### config.mk
export PLATFORM = sky130hd
export DESIGN_NAME = fetch_prefetch_queue
export DESIGN_NICKNAME = d
export VERILOG_FILES = /design/src/rtl/pipeline_pkg.sv /design/src/rtl/prefetch_fifo.sv /design/src/rtl/fetch_prefetch_queue.sv
export SDC_FILE = /design/constraint.sdc
export NUM_CORES = 1
export LEC_CHECK = 0
export CORE_ASPECT_RATIO = 1.1
export CORE_MARGIN = 2
export CORE_UTILIZATION = 40
export CTS_CLUSTER_SIZE = 25
export DETAILED_ROUTE_END_ITERATION = 16
export GPL_TIMING_DRIVEN = 0
export PLACE_DENSITY_LB_ADDON = 0.1
export RECOVER_POWER = 25
export SLEW_MARGIN = 25
export SYNTH_ARGS = -nofsm -noshare
export SYNTH_HDL_FRONTEND = slang
export SYNTH_SLANG_ARGS = --single-unit
### constraint.sdc
create_clock -name clk -period 3.3 [get_ports clk]
set_input_delay 0.66 -clock clk [delete_from_list [all_inputs] [get_ports clk]]
set_output_delay 0.66 -clock clk [all_outputs]
set_load 0.02 [all_outputs]
### src/rtl/pipeline_pkg.sv
`default_nettype none
// +----------------------------------------------------------------------+
// | pipeline_pkg : word type, reset PC and fetch entry shared by stages  |
// | Revision     : 1.0                                                   |
// +----------------------------------------------------------------------+
package pipeline_pkg;

  localparam int XLEN = 32;

  typedef logic [XLEN-1:0] word_t;

  localparam word_t RESET_PC_DEFAULT = '0;

  typedef struct packed {
    word_t pc;
    word_t instr;
  } fetch_entry_t;

endpackage
`default_nettype wire

### src/rtl/prefetch_fifo.sv
`default_nettype none
// +----------------------------------------------------------------------+
// | prefetch_fifo : synchronous FIFO of fetch entries with flush         |
// | Revision      : 1.0                                                  |
// +----------------------------------------------------------------------+
module prefetch_fifo
  import pipeline_pkg::*;
#(
  parameter int DEPTH = 4
) (
  input  logic                     clk,
  input  logic                     rst_n,
  input  logic                     i_push,
  input  fetch_entry_t             i_push_data,
  input  logic                     i_pop,
  input  logic                     i_flush,
  output logic [$clog2(DEPTH):0]   o_count,
  output logic                     o_empty,
  output fetch_entry_t             o_head
);

  localparam int AW = $clog2(DEPTH);
  localparam int CW = AW + 1;
  localparam logic [CW-1:0] c_full = CW'(DEPTH);

  fetch_entry_t  r_mem [DEPTH];
  logic [AW-1:0] r_rd_ptr;
  logic [AW-1:0] r_wr_ptr;
  logic [CW-1:0] r_count;

  logic w_push;
  logic w_pop;

  assign w_pop  = i_pop && (r_count != '0);
  assign w_push = i_push && (r_count != c_full);

  // Storage is cleared on reset so the head reads zero before the first push.
  always_ff @(posedge clk or negedge rst_n) begin
    if (!rst_n) begin
      for (int i = 0; i < DEPTH; i++) begin
        r_mem[i] <= '0;
      end
    end else if (w_push && !i_flush) begin
      r_mem[r_wr_ptr] <= i_push_data;
    end
  end

  always_ff @(posedge clk or negedge rst_n) begin
    if (!rst_n) begin
      r_rd_ptr <= '0;
      r_wr_ptr <= '0;
      r_count  <= '0;
    end else if (i_flush) begin
      r_rd_ptr <= '0;
      r_wr_ptr <= '0;
      r_count  <= '0;
    end else begin
      if (w_push) begin
        r_wr_ptr <= r_wr_ptr + AW'(1);
      end
      if (w_pop) begin
        r_rd_ptr <= r_rd_ptr + AW'(1);
      end
      case ({w_push, w_pop})
        2'b10:   r_count <= r_count + CW'(1);
        2'b01:   r_count <= r_count - CW'(1);
        default: r_count <= r_count;
      endcase
    end
  end

  assign o_count = r_count;
  assign o_empty = (r_count == '0);
  assign o_head  = r_mem[r_rd_ptr];

endmodule
`default_nettype wire

### src/rtl/fetch_prefetch_queue.sv
`default_nettype none
// +----------------------------------------------------------------------+
// | fetch_prefetch_queue : fetch PC, request throttle and redirect flush |
// | Revision             : 1.0                                           |
// +----------------------------------------------------------------------+
module fetch_prefetch_queue
  import pipeline_pkg::*;
#(
  parameter int    DEPTH    = 4,
  parameter word_t RESET_PC = RESET_PC_DEFAULT
) (
  input  logic  clk,
  input  logic  rst_n,
  input  logic  i_redirect_valid,
  input  word_t i_redirect_pc,
  output logic  o_imem_req,
  output word_t o_imem_addr,
  input  logic  i_imem_rvalid,
  input  word_t i_imem_rdata,
  output logic  o_instr_valid,
  output word_t o_instr,
  output word_t o_instr_pc,
  input  logic  i_decode_ready
);

  localparam int CW = $clog2(DEPTH) + 1;
  localparam logic [CW:0] c_cap = (CW+1)'(DEPTH);

  word_t         r_fetch_pc;
  word_t         r_live_pc;
  logic [CW-1:0] r_outstanding;
  logic [CW-1:0] r_discard;

  logic [CW-1:0] w_count;
  logic          w_empty;
  fetch_entry_t  w_head;
  fetch_entry_t  w_push_data;
  logic [CW:0]   w_live;
  logic          w_req;
  logic          w_drop;
  logic          w_push;
  logic          w_pop;

  // Requests owed to the discard counter never land in the queue, so they
  // do not count against its capacity.
  assign w_live = {1'b0, w_count} + {1'b0, r_outstanding} - {1'b0, r_discard};

  assign w_req  = rst_n && !i_redirect_valid && (w_live < c_cap);
  assign w_drop = i_imem_rvalid && (r_discard != '0);
  assign w_push = i_imem_rvalid && (r_discard == '0) && !i_redirect_valid;
  assign w_pop  = !w_empty && i_decode_ready && !i_redirect_valid;

  assign w_push_data.pc    = r_live_pc;
  assign w_push_data.instr = i_imem_rdata;

  always_ff @(posedge clk or negedge rst_n) begin
    if (!rst_n) begin
      r_fetch_pc    <= RESET_PC;
      r_live_pc     <= RESET_PC;
      r_outstanding <= '0;
      r_discard     <= '0;
    end else if (i_redirect_valid) begin
      r_fetch_pc    <= i_redirect_pc;
      r_live_pc     <= i_redirect_pc;
      r_outstanding <= r_outstanding - CW'(i_imem_rvalid);
      r_discard     <= r_outstanding - CW'(i_imem_rvalid);
    end else begin
      if (w_req) begin
        r_fetch_pc <= r_fetch_pc + word_t'(1);
      end
      if (w_push) begin
        r_live_pc <= r_live_pc + word_t'(1);
      end
      r_outstanding <= r_outstanding + CW'(w_req) - CW'(i_imem_rvalid);
      if (w_drop) begin
        r_discard <= r_discard - CW'(1);
      end
    end
  end

  prefetch_fifo #(
    .DEPTH (DEPTH)
  ) u_fifo (
    .clk         (clk),
    .rst_n       (rst_n),
    .i_push      (w_push),
    .i_push_data (w_push_data),
    .i_pop       (w_pop),
    .i_flush     (i_redirect_valid),
    .o_count     (w_count),
    .o_empty     (w_empty),
    .o_head      (w_head)
  );

  assign o_imem_req    = w_req;
  assign o_imem_addr   = r_fetch_pc;
  assign o_instr_valid = !w_empty;
  assign o_instr       = w_head.instr;
  assign o_instr_pc    = w_head.pc;

endmodule
`default_nettype wire

## After elaboration in Yosys (flattened, before gate mapping)

Index checks and enable logic that the tools add are counted.

- $add $sub $neg: 12
- Multiply operators: 0
- Div/mod/pow operators: 0
- Magnitude comparators: 4
- Equal/unequal tests: 3
- Shift operators: 0
- Muxes and demuxes: 19
- Bitwise operators: 2
- Reduce and logical (&&, ||, !) cells: 23

Operator list:

| cell | count |
|---|---|
| $bwmux W256 | 1 |
| $mux W64 | 3 |
| $bmux W64 S2 | 1 |
| $demux W64 S2 | 1 |
| $mux W32 | 4 |
| $add A32 B1 Y32 const B | 2 |
| $mux W3 | 4 |
| $logic_and A1 B1 Y1 | 11 |
| $reduce_bool A2 Y1 | 5 |
| $reduce_bool A3 Y1 | 3 |
| $mux W2 | 4 |
| $ge A3 B3 Y1 const B | 2 |
| $logic_not A3 Y1 | 2 |
| $not A2 Y3 | 2 |
| $pmux W3 S2 | 1 |
| $sub A3 B1 Y3 | 2 |
| $sub A3 B1 Y3 const B | 2 |
| $add A2 B1 Y2 const B | 2 |
| $add A3 B3 Y4 | 1 |
| $lt A4 B3 Y1 const B | 1 |
| $sub A4 B3 Y4 | 1 |
| $add A3 B1 Y3 | 1 |
| $add A3 B1 Y3 const B | 1 |
| $lt A3 B1 Y1 const B | 1 |
| 4 further kinds | 5 |

- Register bits after elaboration: 333
- Bits in latches: 0
- RAM bits: 0
- Bits in read-only memories: 0
- Bits of input ports: 69
- Output and inout port bits: 98
- Logic and storage cells: 78
- Memories: 0

## Depth between registers and ports, before layout

- Depth in word-level cells: 8
- Mapped depth: 14
- Gate-level depth less buffers: 13

## Hierarchy

Synthesis repeated with hierarchy kept, for this count alone.

- Cell total of the unflattened synthesis: 1109
- Area, all modules: 16288.1 µm²

By module, submodules not included:

| module | instances | cells each | area each (µm²) |
|---|---|---|---|
| prefetch_fifo | 1 | 682 | 11836.4 |
| fetch_prefetch_queue | 1 | 427 | 4451.8 |

## Worst setup path before layout

OpenSTA, ideal clock, no wires.

- Kind: register -> register
- Start: register r_outstanding[1]
- End: register r_outstanding[2]
- Setup time: 0.079 ns
- Arrival time: 3.408 ns
- Slack: -0.187 ns
- Cell stages (with the launch flop): 15
- Path buffers: 1
- Period minus slack after synthesis: 3.487 ns
- Cells stage by stage: dfrtp_1 inv_1 fa_1 inv_1 ha_1 and3b_1 o2111a_1 nor2_1 clkbuf_1 nor2_1 ha_1 fa_1 xor2_1 o21ai_0 xor2_1

- Cells in the longest elaborated chain, start to end: 7
- Elaborated cells between the ends (all ways): 8
- Those cells by class: add/sub (5); order compare (1); mux (1); reduce/logical (1)

Ends and longest elaborated chain:

| what | RTL line | source |
|---|---|---|
| from (decl) | fetch_prefetch_queue.sv:31 | `logic [CW-1:0] r_outstanding;` |
| from (signal assigned) | fetch_prefetch_queue.sv:65 | `r_outstanding <= r_outstanding - CW'(i_imem_rvalid);` |
| from (signal assigned) | fetch_prefetch_queue.sv:74 | `r_outstanding <= r_outstanding + CW'(w_req) - CW'(i_imem_rvalid);` |
| $add A3 B3 Y4 | fetch_prefetch_queue.sv:46 | `assign w_live = {1'b0, w_count} + {1'b0, r_outstanding} - {1'b0, r_discard};` |
| $sub A4 B3 Y4 | fetch_prefetch_queue.sv:46 |  |
| $lt A4 B3 Y1 | fetch_prefetch_queue.sv:48 | `assign w_req = rst_n && !i_redirect_valid && (w_live < c_cap);` |
| $logic_and A1 B1 Y1 | fetch_prefetch_queue.sv:48 |  |
| named net o_imem_req | fetch_prefetch_queue.sv:16 | `output logic o_imem_req,` |
| $add A3 B1 Y3 | fetch_prefetch_queue.sv:74 |  |
| $sub A3 B1 Y3 | fetch_prefetch_queue.sv:74 |  |
| $mux W3 | fetch_prefetch_queue.sv:62 | `end else if (i_redirect_valid) begin` |

The timed path passes the listed nets, and every way through them passes these cells.
A chain may end at the register's enable or synchronous reset.

## Worst setup path in the final report

- Start: register r_outstanding[1]
- End: output port o_imem_req

- Cells in the longest elaborated chain, start to end: 4

Ends and longest elaborated chain:

| what | RTL line |
|---|---|
| $add A3 B3 Y4 | fetch_prefetch_queue.sv:46 |
| $sub A4 B3 Y4 | fetch_prefetch_queue.sv:46 |
| $lt A4 B3 Y1 | fetch_prefetch_queue.sv:48 |
| $logic_and A1 B1 Y1 | fetch_prefetch_queue.sv:48 |
| to (decl) | fetch_prefetch_queue.sv:16 |

No other way between the ends.

==> flow_metrics.tcl <==
set metrics [dict create \
    routed_via_density 5.37 \
    cts_tree "done" \
    fp-row-count 76 \
    dieWidth_um 193 \
    dpl_cell_area_mm2 0.0181 \
    antenna_left 0 \
    clock.fmax_mhz 300 \
    cp.depth 9 \
    grt_overflow 0 \
    slowest_stage "fa_1" \
    nets 1415 \
    final_core_util_pct 49.8 \
    clk_latency_ns 0.53 \
    setup_viol 1 \
    critPathCaptureType "output pin" \
    syn_nets 1193 \
    syn_avg_cell_area_um2 14.2 \
    area_delta_synth_final_pct 23.5 \
    cts_buffer_depth 3 \
    grt_pass1_wl_um 61600 \
    n_antenna_cell 0 \
    cp-start-kind "register" \
    path_max_fanout 4 \
    crit_family "adder cells" \
    grt_max_degree 86 \
    leakage_nw 8.46 \
    synth_area_mm2 0.0157 \
    synthArstFlopShare_pct 100 \
    synth-edff-count 0 \
    tightest_slew_ns 2.18 \
    yosys_warnings 0 \
    initial_core_util_pct 40.3 \
    io_buffers 166 \
    critPathKind "reg2out" \
    drt_pass1_iterations 5 \
    drv_slew 169 \
    period_needed_ns 3.33 \
    peakVddDrop_mv 0.441 \
    synth_compound_area_share_pct 3.66 \
    pwr_density_cell_mw_per_mm2 772 \
    fin_skew_ns 0.0181 \
    violations "max-capacitance violations, max-slew violations, negative setup slack" \
    max_slew_margin_pct -45.1 \
    synth-simple-area-share_pct 5.72 \
    status "finished with violations" \
    final_cell_area_mm2 0.0194 \
    ys_ff_latch 333 \
    rsz0062_at_grt "true" \
    crit_required_ns 2.64 \
    fillers 3466 \
    synth-xor-area-share_pct 3.35 \
    synth_top_family_by_area "multiplexers" \
    worstPathArrival_ns 2.67 \
    grt_pass1_vias 10500 \
    synth_fa_ha_area_share_pct 1.71 \
    synthCells 1105 \
    worstHoldPathType "in2async" \
    vias 9974 \
    pre_cts_slack_ns -0.660 \
    clkSinkCount 333 \
    cp_slowest_stage_delay_ns 0.53 \
    synth.mux.area_fraction_pct 29.6 \
    hold_ws_ns 0.358 \
    setup_ws_ns -0.0317 \
    drive_above_1_share_pct 35.1 \
    seq_area_frac_synth_pct 53.1 \
    wire_per_inst_um 21.5 \
    synth_top_flop_cell "dfrtp_1" \
    cts_made_buffers 38 \
    cpMostUsedCell "nor2_4" \
    ctsHtreeMaxLevel 2 \
    cap_violations 2 \
    hold_viol 0 \
    drc_errors 0 \
    drt_iter0_markers 484 \
    antenna_found_initial 0 \
    cts_root_buf "clkbuf_16" \
    core_area_mm2 0.0389 \
    clk_pin_slew_ns 0.06 \
    path_cells "inv_2 -> fa_1 -> inv_1 -> ha_1 -> and3b_2 -> o2111a_2 -> nor2_4 -> nor2_4 -> buf_6" \
    dieArea_mm2 0.0408 \
    r2r_cells 13 \
    p_total_mw 15.0 \
    yosysUniqueCellTypes 54 \
    place_congestion 0.812 \
    detailed_place_hpwl_um 27500 \
    grtUsageTotal_pct 20.0 \
    timing.final.crit_share_pct 101 \
    num_io_pins 167 \
    fp.dieH_um 212 \
    path_buf_inv 3 \
    routed_wl_um 39900 \
]
## stage by stage
| stage | std cells | setup TNS [ns] |
|---|---|---|
| final | 1857 | -0.0317 |
| after global routing | 1857 | -0.220 |
| after CTS | 1851 | -0.206 |
| after detailed placement | 1782 | -34.81 |
| after global placement | 1778 | -5023.82 |
| after floorplan | 1105 | 0 |
## cells by family (layout without fill, tap and decap cells)
logic type,Yosys count,count (layout)
simple gates,165,165
mux,349,349
buf+inv,98,343
flops,333,333
xor+xnor,60,60
compound gates,81,81
fa+ha+maj,19,19
## what timing repair did
| item | in CTS | in global routing |
|---|---|---|
| hold buffers | 1 | 0 |
| resized for setup | 39 | 25 |
| pin swaps | 1 | 3 |
| hold endpoints to repair | 10 | 0 |
| buffers inserted | 5 | 8 |
| endpoints found under the setup margin | 79 | 51 |
## sequential cells by signal (all words and copies together) (netlist names)
signal	cells
u_fifo.r_mem	256
u_fifo.o_count	3
u_fifo.r_wr_ptr	2
r_live_pc	32
r_outstanding	3
o_imem_addr	32
r_discard	3
u_fifo.r_rd_ptr	2
## path summary, 6_finish.rpt
kind / slack, ns / endpoint / startpoint
setup / recovery: -0.03 / o_imem_req / r_outstanding[1]
hold / removal: 0.36 / u_fifo.r_mem[69] / rst_n
setup reg to reg: 0.13 / r_outstanding[2] / r_outstanding[1]
hold reg to reg: 0.50 / u_fifo.r_mem[36] / u_fifo.r_mem[36]
max in group asynchronous: 0.87 / u_fifo.r_mem[111] / rst_n
min in group clk: 0.50 / u_fifo.r_mem[36] / u_fifo.r_mem[36]
## layout make-up
| class | instances | area, um2 | area share [%] |
|---|---|---|---|
| clock buffers | 59 | 1110 | 5.73 |
| well taps | 507 | 634 | 3.27 |
| multi-input cells | 674 | 6940 | 35.8 |
| repair buffers | 184 | 1840 | 9.47 |
| flip-flops and latches | 333 | 8330 | 43.0 |
| plain buffers | 66 | 387 | 2.00 |
| clock inverters | 4 | 26.3 | 0.136 |
| inverters | 30 | 113 | 0.581 |
## layer usage
metal	track usage, %	wire length [um]
met1	28.0	18100
met2	31.8	18600
met3	3.61	2160
met4	6.03	976
met5	0	0
## synth_stat cells (5+ instances only)
| library cell | count | share of area [%] |
|---|---|---|
| nand2_1 | 35 | 0.84 |
| nand4_1 | 9 | 0.36 |
| mux2_2 | 280 | 20 |
| nor4_1 | 13 | 0.52 |
| a21oi_1 | 8 | 0.26 |
| xnor2_1 | 42 | 2.3 |
| and2_1 | 12 | 0.48 |
| buf_4 | 14 | 0.67 |
| and3_1 | 10 | 0.40 |
| a21boi_0 | 9 | 0.43 |
| mux4_2 | 64 | 9.2 |
| mux2i_1 | 5 | 0.32 |
| clkbuf_1 | 29 | 0.69 |
| o21ai_0 | 22 | 0.70 |
| buf_1 | 6 | 0.14 |
| nor3_1 | 17 | 0.54 |
| buf_2 | 19 | 0.61 |
| o2111ai_1 | 14 | 0.78 |
| inv_1 | 30 | 0.72 |
| dfrtp_1 | 333 | 53 |
| nor2_1 | 24 | 0.57 |
| xor2_1 | 18 | 1.0 |
| nand2b_1 | 7 | 0.28 |
| nand3_1 | 18 | 0.57 |
| ha_1 | 15 | 1.2 |
## where the power goes
part / switching, mW / internal [mW]
sequential: 0.549 / 4.91
combinational: 2.59 / 2.98
clock: 1.62 / 2.30
total: 4.76 / 10.2
## cell usage in the layout (no fill, tap or decap), drive strengths merged, types with 5 or more instances in the layout
cell type	netlist	routed
dfrtp	333	333
mux2	280	280
clkdlybuf4s50	0	160
clkbuf	29	90
mux4	64	64
buf	39	54
xnor2	42	42
nand2	35	35
inv	30	31
nor2	24	24
o21ai	22	22
nand3	19	19
xor2	18	18
nor3	17	17
ha	15	15
nor4	15	15
o2111ai	14	14
and2	12	12
and3	11	11
nand4	10	10
a21boi	9	9
a21oi	8	8
o311ai	8	8
nand2b	7	7
mux2i	5	5
No activity file was read; power rests on OpenSTA's default activity.
